===== config.mk =====
export PLATFORM = sky130hd
export DESIGN_NAME = vga_sync_gen_flat
export DESIGN_NICKNAME = d
export VERILOG_FILES = /design/src/rtl/vga_timing_pkg.sv /design/src/rtl/vga_sync_if.sv /design/src/rtl/vga_axis_counter.sv /design/src/rtl/vga_sync_gen.sv /design/src/flat_wrapper.sv
export SDC_FILE = /design/constraint.sdc
export NUM_CORES = 1
export LEC_CHECK = 0
export CORE_MARGIN = 4
export CORE_UTILIZATION = 70
export CTS_BUF_LIST = sky130_fd_sc_hd__clkbuf_4
export DETAILED_ROUTE_END_ITERATION = 12
export DONT_BUFFER_PORTS = 1
export HOLD_SLACK_MARGIN = 0.02
export PLACE_DENSITY = 0.88
export SETUP_SLACK_MARGIN = 0.2
export SYNTH_ARGS = -nofsm -noshare
export SYNTH_HDL_FRONTEND = slang
export SYNTH_SLANG_ARGS = --single-unit

===== constraint.sdc =====
create_clock -name VGA_CLK -period 3.35 [get_ports VGA_CLK]
set_input_delay 0.335 -clock VGA_CLK [delete_from_list [all_inputs] [get_ports VGA_CLK]]
set_output_delay 0.335 -clock VGA_CLK [all_outputs]
set_load 0.01 [all_outputs]

===== src/rtl/vga_timing_pkg.sv =====
// Shared VGA raster constants, output bundle and axis helpers,
// used by the timing generator, the output stage and the pixel source.
package vga_timing_pkg;

    localparam int X_W   = 10;
    localparam int Y_W   = 9;
    localparam int CNT_W = 10;

    localparam int H_ACTIVE_DEF = 640;
    localparam int H_FP_DEF     = 16;
    localparam int H_SYNC_DEF   = 96;
    localparam int H_BP_DEF     = 48;
    localparam int V_ACTIVE_DEF = 480;
    localparam int V_FP_DEF     = 10;
    localparam int V_SYNC_DEF   = 2;
    localparam int V_BP_DEF     = 33;

    typedef struct packed {
        logic           sync_color;
        logic [X_W-1:0] x;
        logic [Y_W-1:0] y;
        logic           hs;
        logic           vs;
        logic           line_start;
        logic           frame_start;
    } vga_out_t;

    function automatic int axis_total(input int active, input int fp,
                                      input int sync, input int bp);
        return active + fp + sync + bp;
    endfunction

    function automatic int h_total(input int active, input int fp,
                                   input int sync, input int bp);
        return axis_total(active, fp, sync, bp);
    endfunction

    function automatic int v_total(input int active, input int fp,
                                   input int sync, input int bp);
        return axis_total(active, fp, sync, bp);
    endfunction

endpackage


===== src/rtl/vga_sync_if.sv =====
// Raster timing bundle between the sync generator and its consumers
// (colour gating stage, connector pins, pixel source strobes).
interface vga_sync_if;
    import vga_timing_pkg::*;

    logic           SYNC_COLOR;
    logic [X_W-1:0] Current_X;
    logic [Y_W-1:0] Current_Y;
    logic           oVGA_HS;
    logic           oVGA_VS;
    logic           oLINE_START;
    logic           oFRAME_START;

    modport master (
        output SYNC_COLOR, Current_X, Current_Y,
        output oVGA_HS, oVGA_VS, oLINE_START, oFRAME_START
    );

    modport slave (
        input SYNC_COLOR, Current_X, Current_Y,
        input oVGA_HS, oVGA_VS, oLINE_START, oFRAME_START
    );
endinterface


===== src/rtl/vga_axis_counter.sv =====
// Single-axis raster counter: wraps at the axis total and decodes
// the visible window and sync window of the current count.
module vga_axis_counter
    import vga_timing_pkg::*;
#(
    parameter int ACTIVE = H_ACTIVE_DEF,
    parameter int FP     = H_FP_DEF,
    parameter int SYNC   = H_SYNC_DEF,
    parameter int BP     = H_BP_DEF
) (
    input  logic             clk_i,
    input  logic             rst_i,
    input  logic             adv_i,
    output logic [CNT_W-1:0] cnt_o,
    output logic             active_o,
    output logic             sync_o
);
    localparam int TOTAL = axis_total(ACTIVE, FP, SYNC, BP);

    localparam logic [CNT_W-1:0] LAST     = CNT_W'(TOTAL - 1);
    localparam logic [CNT_W-1:0] ACT_END  = CNT_W'(ACTIVE);
    localparam logic [CNT_W-1:0] SYNC_LO  = CNT_W'(ACTIVE + FP);
    localparam logic [CNT_W-1:0] SYNC_HI  = CNT_W'(ACTIVE + FP + SYNC - 1);

    logic [CNT_W-1:0] cnt_q, cnt_d;

    always_comb begin
        cnt_d = cnt_q;
        if (adv_i) begin
            cnt_d = (cnt_q == LAST) ? '0 : cnt_q + 1'b1;
        end
    end

    always_ff @(posedge clk_i or posedge rst_i) begin
        if (rst_i) begin
            cnt_q <= '0;
        end else begin
            cnt_q <= cnt_d;
        end
    end

    // inclusive upper bound keeps the compare inside CNT_W when TOTAL hits 1024
    assign cnt_o    = cnt_q;
    assign active_o = (cnt_q < ACT_END);
    assign sync_o   = (cnt_q >= SYNC_LO) && (cnt_q <= SYNC_HI);

endmodule


===== src/rtl/vga_sync_gen.sv =====
// VGA raster timing generator: free-running h/v counters with a
// registered decode stage, so every output lags the counters by one clock.
module vga_sync_gen
    import vga_timing_pkg::*;
#(
    parameter int H_ACTIVE = H_ACTIVE_DEF,
    parameter int H_FP     = H_FP_DEF,
    parameter int H_SYNC   = H_SYNC_DEF,
    parameter int H_BP     = H_BP_DEF,
    parameter int V_ACTIVE = V_ACTIVE_DEF,
    parameter int V_FP     = V_FP_DEF,
    parameter int V_SYNC   = V_SYNC_DEF,
    parameter int V_BP     = V_BP_DEF,
    parameter int SYNC_POL = 0
) (
    input  logic              VGA_CLK,
    input  logic              RESET,
    vga_sync_if.master        vga
);
    localparam int H_TOT = h_total(H_ACTIVE, H_FP, H_SYNC, H_BP);
    localparam int V_TOT = v_total(V_ACTIVE, V_FP, V_SYNC, V_BP);

    localparam logic [CNT_W-1:0] H_LAST = CNT_W'(H_TOT - 1);
    localparam logic             POL    = (SYNC_POL != 0);

    localparam vga_out_t OUT_RST = '{
        sync_color:  1'b0,
        x:           '0,
        y:           '0,
        hs:          ~POL,
        vs:          ~POL,
        line_start:  1'b0,
        frame_start: 1'b0
    };

    if (H_ACTIVE > 1023 || V_ACTIVE > 511 ||
        H_TOT > 1024 || V_TOT > 1024) begin : g_width_check
        $error("vga_sync_gen: timing does not fit counter/coordinate widths");
    end

    logic [CNT_W-1:0] h_cnt, v_cnt;
    logic             h_act, v_act, h_sync, v_sync;
    logic             h_last, active;
    vga_out_t         out_q, out_d;

    vga_axis_counter #(
        .ACTIVE (H_ACTIVE),
        .FP     (H_FP),
        .SYNC   (H_SYNC),
        .BP     (H_BP)
    ) u_h (
        .clk_i    (VGA_CLK),
        .rst_i    (RESET),
        .adv_i    (1'b1),
        .cnt_o    (h_cnt),
        .active_o (h_act),
        .sync_o   (h_sync)
    );

    // vertical axis steps once per line, on the horizontal wrap
    vga_axis_counter #(
        .ACTIVE (V_ACTIVE),
        .FP     (V_FP),
        .SYNC   (V_SYNC),
        .BP     (V_BP)
    ) u_v (
        .clk_i    (VGA_CLK),
        .rst_i    (RESET),
        .adv_i    (h_last),
        .cnt_o    (v_cnt),
        .active_o (v_act),
        .sync_o   (v_sync)
    );

    assign h_last = (h_cnt == H_LAST);
    assign active = h_act && v_act;

    always_comb begin
        out_d             = OUT_RST;
        out_d.sync_color  = active;
        out_d.x           = active ? X_W'(h_cnt + 1'b1) : '0;
        out_d.y           = active ? Y_W'(v_cnt + 1'b1) : '0;
        out_d.hs          = h_sync ? POL : ~POL;
        out_d.vs          = v_sync ? POL : ~POL;
        out_d.line_start  = (h_cnt == '0);
        out_d.frame_start = (h_cnt == '0) && (v_cnt == '0);
    end

    always_ff @(posedge VGA_CLK or posedge RESET) begin
        if (RESET) begin
            out_q <= OUT_RST;
        end else begin
            out_q <= out_d;
        end
    end

    assign vga.SYNC_COLOR   = out_q.sync_color;
    assign vga.Current_X    = out_q.x;
    assign vga.Current_Y    = out_q.y;
    assign vga.oVGA_HS      = out_q.hs;
    assign vga.oVGA_VS      = out_q.vs;
    assign vga.oLINE_START  = out_q.line_start;
    assign vga.oFRAME_START = out_q.frame_start;

endmodule


===== src/flat_wrapper.sv =====
// flat-port wrapper written by rule: the top's interface ports become plain ports
module vga_sync_gen_flat import vga_timing_pkg::*;
#(
    parameter int H_ACTIVE = H_ACTIVE_DEF,
    parameter int H_FP     = H_FP_DEF,
    parameter int H_SYNC   = H_SYNC_DEF,
    parameter int H_BP     = H_BP_DEF,
    parameter int V_ACTIVE = V_ACTIVE_DEF,
    parameter int V_FP     = V_FP_DEF,
    parameter int V_SYNC   = V_SYNC_DEF,
    parameter int V_BP     = V_BP_DEF,
    parameter int SYNC_POL = 0
)
  (VGA_CLK, RESET, vga_SYNC_COLOR, vga_Current_X, vga_Current_Y, vga_oVGA_HS, vga_oVGA_VS, vga_oLINE_START, vga_oFRAME_START);
  vga_sync_if vga_i ();
  input  logic VGA_CLK;
  input  logic RESET;
  output wire logic [$bits(vga_i.SYNC_COLOR)-1:0] vga_SYNC_COLOR;
  output wire logic [$bits(vga_i.Current_X)-1:0] vga_Current_X;
  output wire logic [$bits(vga_i.Current_Y)-1:0] vga_Current_Y;
  output wire logic [$bits(vga_i.oVGA_HS)-1:0] vga_oVGA_HS;
  output wire logic [$bits(vga_i.oVGA_VS)-1:0] vga_oVGA_VS;
  output wire logic [$bits(vga_i.oLINE_START)-1:0] vga_oLINE_START;
  output wire logic [$bits(vga_i.oFRAME_START)-1:0] vga_oFRAME_START;
  assign vga_SYNC_COLOR = vga_i.SYNC_COLOR;
  assign vga_Current_X = vga_i.Current_X;
  assign vga_Current_Y = vga_i.Current_Y;
  assign vga_oVGA_HS = vga_i.oVGA_HS;
  assign vga_oVGA_VS = vga_i.oVGA_VS;
  assign vga_oLINE_START = vga_i.oLINE_START;
  assign vga_oFRAME_START = vga_i.oFRAME_START;
  vga_sync_gen #(.H_ACTIVE(H_ACTIVE), .H_FP(H_FP), .H_SYNC(H_SYNC), .H_BP(H_BP), .V_ACTIVE(V_ACTIVE), .V_FP(V_FP), .V_SYNC(V_SYNC), .V_BP(V_BP), .SYNC_POL(SYNC_POL)) u_core (.VGA_CLK(VGA_CLK), .RESET(RESET), .vga(vga_i));
endmodule

==> metrics.md, run 1 <==
| Metric | Value |
|---|---|
| Pwr Density | 426.7 nW/um2 |
| Ratio of final minimum period to clock period | 0.5696 |
| Fin area | 2028 um2 |
| Crit path buffers/inverters | 1 |
| Bufs on Longest Clock Path | 2 |
| Leakage power | 0.9481 nW |
| Hpwl dp | 2413 um |
| Synth cell types | 39 |
| First-pass GRT wire length | 6223 um |
| Layout cells sized above 1 | 0.1117 |
| Non-Filler Instances | 210 |
| Final RePlAce weighted congestion | 0.9000 |
| TritonCTS clock tree | done |
| Total setup buffers inserted after CTS | 0 |
| Via density | 6.357 |
| Post-route ant nets | 0 |
| Power, Total | 865.5 uW |
| FMAX | 0.5241 GHz |
| Sequential share of the synthesized area | 0.5547 |
| DRT Wirelength | 3536 um |
| CP Launch Type | flop |
| Fillers | 188 |
| Max cap viols | 0 |
| Ant diodes | 0 |
| Cell count after synthesis | 184 |
| Chip height | 61.31 um |
| Relative max-transition margin | 0.4328 |
| Metal2 WL | 1698 um |
| Min Tclk post-route | 1.908 ns |
| Initial antenna violation count | 0 |
| CTS clock-pin slew for the worst setup and hold paths | 0.12 ns |
| Crit-path max cell delay | 0.47 ns |
| Post-Syn Nets | 190 |
| CP Cell Sequence | inv_1 > ha_1 > nor4bb_1 > nand2_1 > o21ai_4 > o22ai_1 |
| Post-CTS Resized | 0 |
| Total negative slack | 0 ns |
| Worst path arrival time | 2.14 ns |
| VDD IR-drop max | 0.0003760 V |
| Clock Skews | 0.008760 ns |
| Root buffer cell | clkbuf_4 |
| DR WL/cell | 16.84 um |
| Total Routing Usage GR | 0.2299 |
| Final Hold Fails | 0 |
| Worst Hold Class | in -> async |
| DR pass1 iterations | 4 |
| CP delay by family, top | simple AND/OR/NAND/NOR gates |
| Nets | 184 |
| Placed cells | 202 |
| CP Data Required Time | 3.59 ns |
| Area Overhead vs Synth | 1.950% |
| Final core utilization | 0.7419 |
| Buffers on Ports | 0 |
| Via count | 1335 |
| Rows | 19 |
| Setup-failing EPs final | 0 |
| Crit path max-delay cell type | dfrtp_1 |
| RSZ-0062 raised after global routing | no |
| H-tree depth | 2 |
| Synth warnings | 0 |
| Vias in the first global route | 1276 |
| Largest net degree at the start of global routing | 24 |
| Area of the mapped netlist | 1989 um2 |
| Placed instance area | 1948 um2 |
| Top Ports | 26 |
| Hold buffer count at cts | 0 |
| Die area | 3759 um2 |
| Die W | 61.31 um |
| Clk Latency, worst-skew pair | 0.35 ns |
| CP Capture Type | flop |
| CTS Sinks | 44 |
| #FFs+latches synth | 44 |
| CORE AREA | 2734 um2 |
| Type of the worst setup path | reg -> reg |
| Remaining DRCs | 0 |
| Met1 wire length | 1590 um |
| Max FO, Critical Path | 6 |
| Slew Viols, Final | 0 |
| Status | completed |
| Initial detailed-routing violation count | 63 |
| Met3 wire len | 195 um |
| Slew at the pin with the worst max-slew slack | 0.8498 ns |
| CTS buffer count | 5 |
| Grt ovf | 0 |
| Mean post-synth cell area | 10.81 um2 |
| Max layer used | met4 |
| Initial Util | 0.7277 |
-- cells in the mapped netlist --
master,instances,area (um2)
a311oi_1,1,8.760
clkbuf_1,3,11.26
clkbuf_2,1,5.000
mux2_2,1,11.26
ha_1,4,50.05
and4_1,1,8.760
o21ai_4,1,16.27
and3_1,4,25.02
a21oi_1,1,5.000
dfstp_2,2,52.55
buf_6,1,11.26
inv_1,9,33.78
and4b_1,2,20.02
o31a_1,1,8.760
nor3_2,1,10.01
nand4_4,1,21.27
nand4_1,2,12.51
dfrtp_1,42,1051
and4_4,1,11.26
nand2_1,12,45.04
a21o_1,1,7.510
buf_2,6,30.03
nor4_1,4,25.02
xnor2_1,7,61.31
buf_8,1,15.01
buf_4,2,15.01
o21ai_0,10,50.05
nor4b_1,2,17.52
o22ai_1,1,6.260
and2_1,2,12.51
nand3_1,11,55.05
nor2b_1,2,12.51
xor2_1,8,70.07
nor3b_1,1,7.510
nor4bb_1,1,10.01
o31ai_2,4,50.05
a31oi_1,3,18.77
nor3_1,4,20.02
nor2_1,23,86.33
-- through the flow --
stage	setup WS [ns]	hold WS, ns
2_1_floorplan	1.705	0.4392
3_3_place_gp	1.556	0.4231
3_5_place_dp	1.458	0.4429
4_1_cts	1.435	0.04500
5_1_grt	1.304	0.06086
6_report	1.442	0.02660
-- worst paths after layout --
kind | start | depth (start not counted) | slack (ns) | end
min in group VGA_CLK | u_core.u_v.cnt_o[1] | 1 | 0.50 | u_core.vga.oVGA_VS
max in group asynchronous | RESET | 2 | 2.47 | u_core.vga.oVGA_HS
setup / recovery | u_core.u_v.cnt_o[0] | 6 | 1.44 | u_core.u_v.cnt_o[1]
hold / removal | RESET | 1 | 0.03 | u_core.u_v.cnt_o[8]
setup reg to reg | u_core.u_v.cnt_o[0] | 6 | 1.44 | u_core.u_v.cnt_o[1]
hold reg to reg | u_core.u_v.cnt_o[1] | 1 | 0.50 | u_core.vga.oVGA_VS
-- cells by family after synthesis --
group | after synthesis | share of synthesized area
flops | 44 | 0.5547
buf+inv | 23 | 0.06100
mux | 1 | 0.005660
simple gates | 74 | 0.2013
fa+ha+maj | 4 | 0.02516
compound gates | 23 | 0.08617
xor+xnor | 15 | 0.06604
-- cell type report --
type / count / area [um2] / area share
multi-input combinational: 117 / 764.5 / 0.3769
clock buffer: 6 / 45.04 / 0.02221
tap: 31 / 38.79 / 0.01912
sequential: 44 / 1104 / 0.5441
timing repair buffer: 1 / 7.507 / 0.003701
inverter: 9 / 33.78 / 0.01666
clock inverter: 2 / 35.03 / 0.01727
-- power breakdown --
part	switching (mW)	internal, mW
registers	0	0.531
logic	0.00971	0.000847
clock network	0.159	0.165
total	0.169	0.696
-- state kept, by name (all words and copies together) (netlist names) --
| name | count |
|---|---|
| u_core.u_h.cnt_o | 10 |
| u_core.vga.oVGA_HS | 1 |
| u_core.vga.oLINE_START | 1 |
| u_core.vga.Current_Y | 9 |
| u_core.vga.oVGA_VS | 1 |
| u_core.vga.Current_X | 10 |
| u_core.u_v.cnt_o | 10 |
| u_core.vga.oFRAME_START | 1 |
| u_core.vga.SYNC_COLOR | 1 |
-- layer usage --
layer / GRT usage / vias up
met1: 0.3161 / 679
li1: - / 609
met2: 0.3459 / 41
met4: 0.09598 / 0
met3: 0.06080 / 6
met5: 0 / -
-- layout by cell type (no fill, tap or decap), types with 2 or more instances in the layout --
master,count
and4b_1,2
nor3_1,4
nand2_1,12
xor2_1,8
o21ai_0,10
xnor2_1,7
o31ai_2,4
ha_1,4
a31oi_1,3
clkbuf_4,6
and3_1,4
nor2_1,23
and2_1,2
nand4_1,2
nor4_1,4
nor2b_1,2
inv_1,9
nand3_1,11
nor4b_1,2
dfrtp_1,42
dfstp_2,2
-- worst register-to-register path, cell delays in order, from the launching register on --
cell      delay, ns
dfrtp_1        0.47
inv_1          0.09
ha_1           0.17
nor4bb_1       0.42
nand2_1        0.20
o21ai_4        0.31
o22ai_1        0.14
No activity file was read; power rests on OpenSTA's default activity.
==> run 2: changes to the inputs <==
--- a/config.mk
+++ b/config.mk
@@ -6,12 +6,12 @@
 export NUM_CORES = 1
 export LEC_CHECK = 0
 export CORE_MARGIN = 4
-export CORE_UTILIZATION = 70
+export CORE_UTILIZATION = 65
 export CTS_BUF_LIST = sky130_fd_sc_hd__clkbuf_4
 export DETAILED_ROUTE_END_ITERATION = 12
 export DONT_BUFFER_PORTS = 1
 export HOLD_SLACK_MARGIN = 0.02
-export PLACE_DENSITY = 0.88
+export PLACE_DENSITY = 0.83
 export SETUP_SLACK_MARGIN = 0.2
 export SYNTH_ARGS = -nofsm -noshare
 export SYNTH_HDL_FRONTEND = slang
==> constraint.sdc (replaced) <==
create_clock -name VGA_CLK -period 1.9 [get_ports VGA_CLK]
set_input_delay 0.19 -clock VGA_CLK [delete_from_list [all_inputs] [get_ports VGA_CLK]]
set_output_delay 0.19 -clock VGA_CLK [all_outputs]
set_load 0.01 [all_outputs]
==> metrics.md, run 2 (synthesis gave the netlist of run 1 again) <==
| Metric | Value |
|---|---|
| FF-to-FF path depth | 6 (unchanged) |
| Pre-CTS WS | 0.05327 ns (-1.405 ns) |
| Register area | 1106 um2 (+0.23%) |
| Worst r2r dst | u_core.u_v.cnt_o[7] |
| CTS clock-pin slew for the worst setup and hold paths | 0.12 ns (about the same) |
| Vias in the first global route | 1361 (+6.7%) |
| DRT Wirelength | 3732 um (+5.5%) |
| Placed cells | 216 (+6.9%) |
| Rows | 19 (unchanged) |
| Final core utilization | 0.7939 (+0.05202) |
| Worst Hold Class | in -> async |
| CTS Sinks | 44 (unchanged) |
| DR WL/cell | 15.95 um (-5.3%) |
| Chip height | 63.32 um (+3.3%) |
| Ant diodes | 0 (unchanged) |
| Buffers on Ports | 0 (unchanged) |
| Clock Skews | 0.009917 ns (+0.001157 ns) |
| Relative max-transition margin | 0.6597 (+0.2268) |
| Die area | 4009 um2 (+6.7%) |
| Min Tclk post-route | 1.653 ns (-0.2547 ns) |
| Ratio of final minimum period to clock period | 0.8702 (+0.3006) |
| Slew at the pin with the worst max-slew slack | 0.5105 ns (-0.3393 ns) |
| Hold slack | 0.4139 ns (+0.3873 ns) |
| PnR worst setup slack | 0.2466 ns (-1.195 ns) |
| VDD IR-drop max | 0.0005169 V (+37%) |
| Post-route ant nets | 0 (unchanged) |
| Leakage power | 1.060 nW (+12%) |
| Initial Util | 0.7032 (-0.02446) |
| Initial antenna violation count | 0 (unchanged) |
| Status | completed |
| Via density | 6.026 (-5.2%) |
| Setup-failing EPs final | 0 (unchanged) |
| Most frequent cells in the layout | dfrtp_1, nor2_1, buf_4, nand3_1, nand2_1 |
| CTS buffer count | 5 (unchanged) |
| Type of the worst setup path | reg -> reg |
| Total negative slack | 0 ns (unchanged) |
| TritonCTS clock tree | done |
| CORE AREA | 2829 um2 (+3.5%) |
| Reg2reg start | u_core.u_h.cnt_o[0] |
| Hpwl dp | 2495 um (+3.4%) |
| Remaining DRCs | 0 (unchanged) |
| DR pass1 iterations | 4 (unchanged) |
| Max FO, Critical Path | 5 (-1) |
| Top Ports | 26 (unchanged) |
| Grt ovf | 0 (unchanged) |
| Via count | 1410 (+5.6%) |
| Non-Filler Instances | 234 (+11%) |
| H-tree depth | 2 (unchanged) |
| Layout cells sized above 1 | 0.2562 (+0.1444) |
| Largest net degree at the start of global routing | 45 (+88%) |
| Worst R2R Setup Slack | 0.25 ns (-1.20 ns) |
| Bufs on Longest Clock Path | 2 (unchanged) |
| FMAX | 0.6048 GHz (+15%) |
| Total Routing Usage GR | 0.2088 (-0.02116) |
| Most common cell after layout, fill and taps aside | dfrtp_1 |
| Clk Latency, worst-skew pair | 0.35 ns (about the same) |
| Initial detailed-routing violation count | 105 (+67%) |
| Root buffer cell | clkbuf_4 |
| Nets | 208 (+13%) |
| Area Overhead vs Synth | 12.89% |
| RSZ-0062 raised after global routing | no |
| Final RePlAce weighted congestion | 0.8972 (-0.31%) |
| Fillers | 184 (-2.1%) |
| Worst path arrival time | 1.92 ns (-0.22 ns) |
| Max cap viols | 0 (unchanged) |
| Slew Viols, Final | 0 (unchanged) |
| CP Launch Type | flop |
| Final Hold Fails | 0 (unchanged) |
| First-pass GRT wire length | 6375 um (+2.4%) |
| Die W | 63.32 um (+3.3%) |
| CP Data Required Time | 2.17 ns (-1.42 ns) |
| Area of the multi-input gates | 817.0 um2 (+6.9%) |
| CP Capture Type | flop |
| Pwr Density | 623.6 nW/um2 (+46%) |
[run 2: where the power goes]
group	internal [mW]	switching, mW
Clock	0.171	0.274
Combinational	0.00288	0.0168
Sequential	0.936	0
Total	1.11	0.290
[run 2: stage by stage]
stage | power (mW) | cell area [um2]
2_1_floorplan | 0.9680 | 1989
6_report | 1.401 | 2246
5_1_grt | 1.470 | 2246
4_1_cts | 1.410 | 2202
3_5_place_dp | 0.9736 | 2053
3_3_place_gp | 0.9732 | 2053
[run 2: routing by layer]
layer	vias to the layer above	global-route usage	wire [um]	share of wire
met4	0	0.1132	89	0.024
met1	680	0.2770	1605	0.43
met5	-	0	0	0
li1	658	-	-	-
met3	10	0.05151	261	0.070
met2	62	0.3142	1775	0.48
[run 2: how the worst max path moves through the flow]
stage | from | cells after the start | slack (ns) | to
finish | u_core.u_h.cnt_o[0] | 6 | 0.25 | u_core.u_v.cnt_o[7]
global route | u_core.u_h.cnt_o[0] | 6 | 0.20 | u_core.u_v.cnt_o[7]
CTS | u_core.u_h.cnt_o[7] | 5 | 0.22 | u_core.u_v.cnt_o[7]
detailed placement | u_core.u_h.cnt_o[0] | 5 | 0.05 | u_core.u_v.cnt_o[8]
global placement | u_core.u_v.cnt_o[1] | 7 | 0.06 | u_core.u_v.cnt_o[1]
floorplan | u_core.u_h.cnt_o[0] | 6 | 0.26 | u_core.u_v.cnt_o[8]
[run 2: what timing repair did]
item / 4_1_cts / 5_1_grt
hold buffers: 1 / 0
gates resized for setup: 6 / 9
buffers inserted: 7 / 2
endpoints found under the hold margin: 42 / 0
pin swaps: 1 / 1
setup endpoints to repair: 15 / 10
[run 2: worst max-delay path: stages (launching register included)]
cell and delay (ns):
dfrtp_1 0.42, ha_4 0.17, and4_4 0.28, and4_4 0.27, o21ai_4 0.08, buf_6 0.14, o31ai_2 0.21
[run 2: cell type report]
type / instances / area share
clock inverters: 1 / 0.001671
clock buffers: 7 / 0.02340
repair buffers: 25 / 0.08635
inverters: 9 / 0.01504
flip-flops and latches: 44 / 0.4925
well taps: 31 / 0.01727
multi-input cells: 117 / 0.3638
==> run 3: changes to the inputs <==
--- a/config.mk
+++ b/config.mk
@@ -5,13 +5,15 @@
 export SDC_FILE = /design/constraint.sdc
 export NUM_CORES = 1
 export LEC_CHECK = 0
+export ABC_CLOCK_PERIOD_IN_PS = 1900
 export CORE_MARGIN = 4
 export CORE_UTILIZATION = 65
 export CTS_BUF_LIST = sky130_fd_sc_hd__clkbuf_4
 export DETAILED_ROUTE_END_ITERATION = 12
 export DONT_BUFFER_PORTS = 1
 export HOLD_SLACK_MARGIN = 0.02
-export PLACE_DENSITY = 0.83
+export PLACE_DENSITY = 0.87
+export RECOVER_POWER = 50
 export SETUP_SLACK_MARGIN = 0.2
 export SYNTH_ARGS = -nofsm -noshare
 export SYNTH_HDL_FRONTEND = slang
==> metrics.md, run 3 (synthesis gave the netlist of run 1 again) <==
| Metric | Value |
|---|---|
| Status | completed |
| Ant diodes | 0 (unchanged) |
| Type of the worst setup path | reg -> reg |
| RSZ-0062 raised after global routing | no |
| Via density | 6.100 (+1.2%) |
| CORE AREA | 2829 um2 (unchanged) |
| FMAX | 0.5942 GHz (-1.8%) |
| Initial antenna violation count | 0 (unchanged) |
| DR WL/cell | 16.11 um (+1.0%) |
| Die area | 4009 um2 (unchanged) |
| Total Routing Usage GR | 0.2059 (-0.002902) |
| Final RePlAce weighted congestion | 0.9161 (+2.1%) |
| Pwr Density | 629.3 nW/um2 (+0.91%) |
| Post-route ant nets | 0 (unchanged) |
| Leakage power | 1.038 nW (-2.1%) |
| Initial Util | 0.7032 (unchanged) |
| First-pass GRT wire length | 6306 um (-1.1%) |
| Worst Hold Class | in -> async |
| Top Ports | 26 (unchanged) |
| CTS buffer count | 5 (unchanged) |
| Via count | 1403 (-0.50%) |
| Non-Filler Instances | 230 (-1.7%) |
| Grt ovf | 0 (unchanged) |
| Die W | 63.32 um (unchanged) |
| Placed cells | 216 (unchanged) |
| Chip height | 63.32 um (unchanged) |
| Bufs on Longest Clock Path | 2 (unchanged) |
| Buffers on Ports | 0 (unchanged) |
| DR pass1 iterations | 4 (unchanged) |
| FF-to-FF path depth | 5 (-1) |
| Slew Viols, Final | 0 (unchanged) |
| Internal power | 1.090 mW (-1.8%) |
| Most common cell after layout, fill and taps aside | dfrtp_1 |
| VDD IR-drop max | 0.0003704 V (-28%) |
| Worst path arrival time | 1.94 ns (+0.02 ns) |
| Clock power frac | 0.307 (-0.010) |
| Clk Latency, worst-skew pair | 0.36 ns (about the same) |
| Setup-failing EPs final | 0 (unchanged) |
| Total negative slack | 0 ns (unchanged) |
| CP Data Required Time | 2.15 ns (-0.02 ns) |
| Nets | 204 (-1.9%) |
| Clock Skews | 0.01473 ns (+0.004813 ns) |
| H-tree depth | 2 (unchanged) |
| Remaining DRCs | 0 (unchanged) |
| Final Hold Fails | 0 (unchanged) |
| Min Tclk post-route | 1.683 ns (+0.02949 ns) |
| Sequential Power Share | 0.679 (+0.011) |
| Vias in the first global route | 1364 (+0.22%) |
| Net Sw Frac | 0.2100 (+0.002684) |
| Area Overhead vs Synth | 10.19% |
| CTS Sinks | 44 (unchanged) |
| Rows | 19 (unchanged) |
| DRT Wirelength | 3706 um (-0.70%) |
| Ratio of final minimum period to clock period | 0.8857 (+0.01552) |
| Layout cells sized above 1 | 0.2060 (-0.05013) |
| Root buffer cell | clkbuf_4 |
| Sw power | 289.7 uW (-0.23%) |
| Max FO, Critical Path | 7 (+2) |
| Initial detailed-routing violation count | 95 (-9.5%) |
| Slew at the pin with the worst max-slew slack | 0.6604 ns (+0.1499 ns) |
| CP Capture Type | flop |
| Relative max-transition margin | 0.5597 (-0.09994) |
| CP Launch Type | flop |
| Fin area | 2192 um2 (-2.4%) |
| Placed instance area | 2066 um2 (+0.61%) |
| Largest net degree at the start of global routing | 29 (-36%) |
| Hpwl dp | 2511 um (+0.67%) |
| Logic pwr share | 0.014 (about the same) |
| CTS clock-pin slew for the worst setup and hold paths | 0.11 ns (about the same) |
| Most frequent cells in the layout | dfrtp_1, nor2_1, buf_4, nand2_1, nand3_1 |
| Max cap viols | 0 (unchanged) |
| TritonCTS clock tree | done |
[run 3: cell types whose count changed in the layout (fill, tap and decap cells not counted), sizes merged]
cell / delta
buf: -5
clkinv: +1
[run 3: through the flow]
step,power (mW),setup WS (ns),hold WS (ns),utilization
after floorplan,0.9680,0.2553,0.4392,-
after global placement,0.9763,0.1319,0.1810,0.7302
after detailed placement,0.9776,0.04885,0.2004,0.7302
after CTS,1.396,0.2205,0.3734,0.7665
after global routing,1.456,0.1482,0.3683,0.7749
final,1.380,0.2171,0.3276,0.7749
[run 3: power groups by stage]
stage	registers, mW	logic [mW]	clock network, mW
floorplan	0.954	0.0137	0
global placement	0.954	0.0220	0
detailed placement	0.954	0.0234	0
CTS	0.936	0.0247	0.435
global route	0.937	0.0235	0.495
finish	0.936	0.0191	0.424
[run 3: path summary, 6_finish.rpt]
check / startpoint / slack, ns / endpoint
setup / recovery: u_core.u_h.cnt_o[1] / 0.22 / u_core.u_v.cnt_o[8]
hold / removal: RESET / 0.33 / u_core.vga.SYNC_COLOR
setup reg to reg: u_core.u_h.cnt_o[1] / 0.22 / u_core.u_v.cnt_o[8]
hold reg to reg: u_core.u_h.cnt_o[0] / 0.56 / u_core.u_h.cnt_o[0]
max in group asynchronous: RESET / 0.52 / u_core.u_h.cnt_o[1]
min in group VGA_CLK: u_core.u_h.cnt_o[0] / 0.56 / u_core.u_h.cnt_o[0]
[run 3: cell type report]
class | instances | area [um2]
well taps | 31 | 38.79
flip-flops and latches | 44 | 1104
fillers | 180 | 636.9
inverters | 9 | 33.78
clock buffers | 6 | 45.04
repair buffers | 21 | 157.7
multi-input cells | 117 | 805.8
clock inverters | 2 | 7.507
[run 3: worst max-delay path: stages (launching register included)]
cell	delay, ns
dfrtp_1	0.41
ha_1	0.24
and4_4	0.30
and4_4	0.30
nand2_1	0.07
mux2_2	0.27
[run 3: what timing repair did]
item	CTS	global route
endpoints found under the hold margin	15	0
setup buffers	3	2
gates resized for setup	4	7
hold buffers	1	0
endpoints found under the setup margin	15	9
pin swaps	1	2
[run 3: layer usage]
metal,global-route usage,up-vias,wire (um)
met3,0.05151,8,300
met4,0.1186,0,90
met5,0,-,0
li1,-,653,-
met1,0.2784,678,1582
met2,0.2999,64,1732
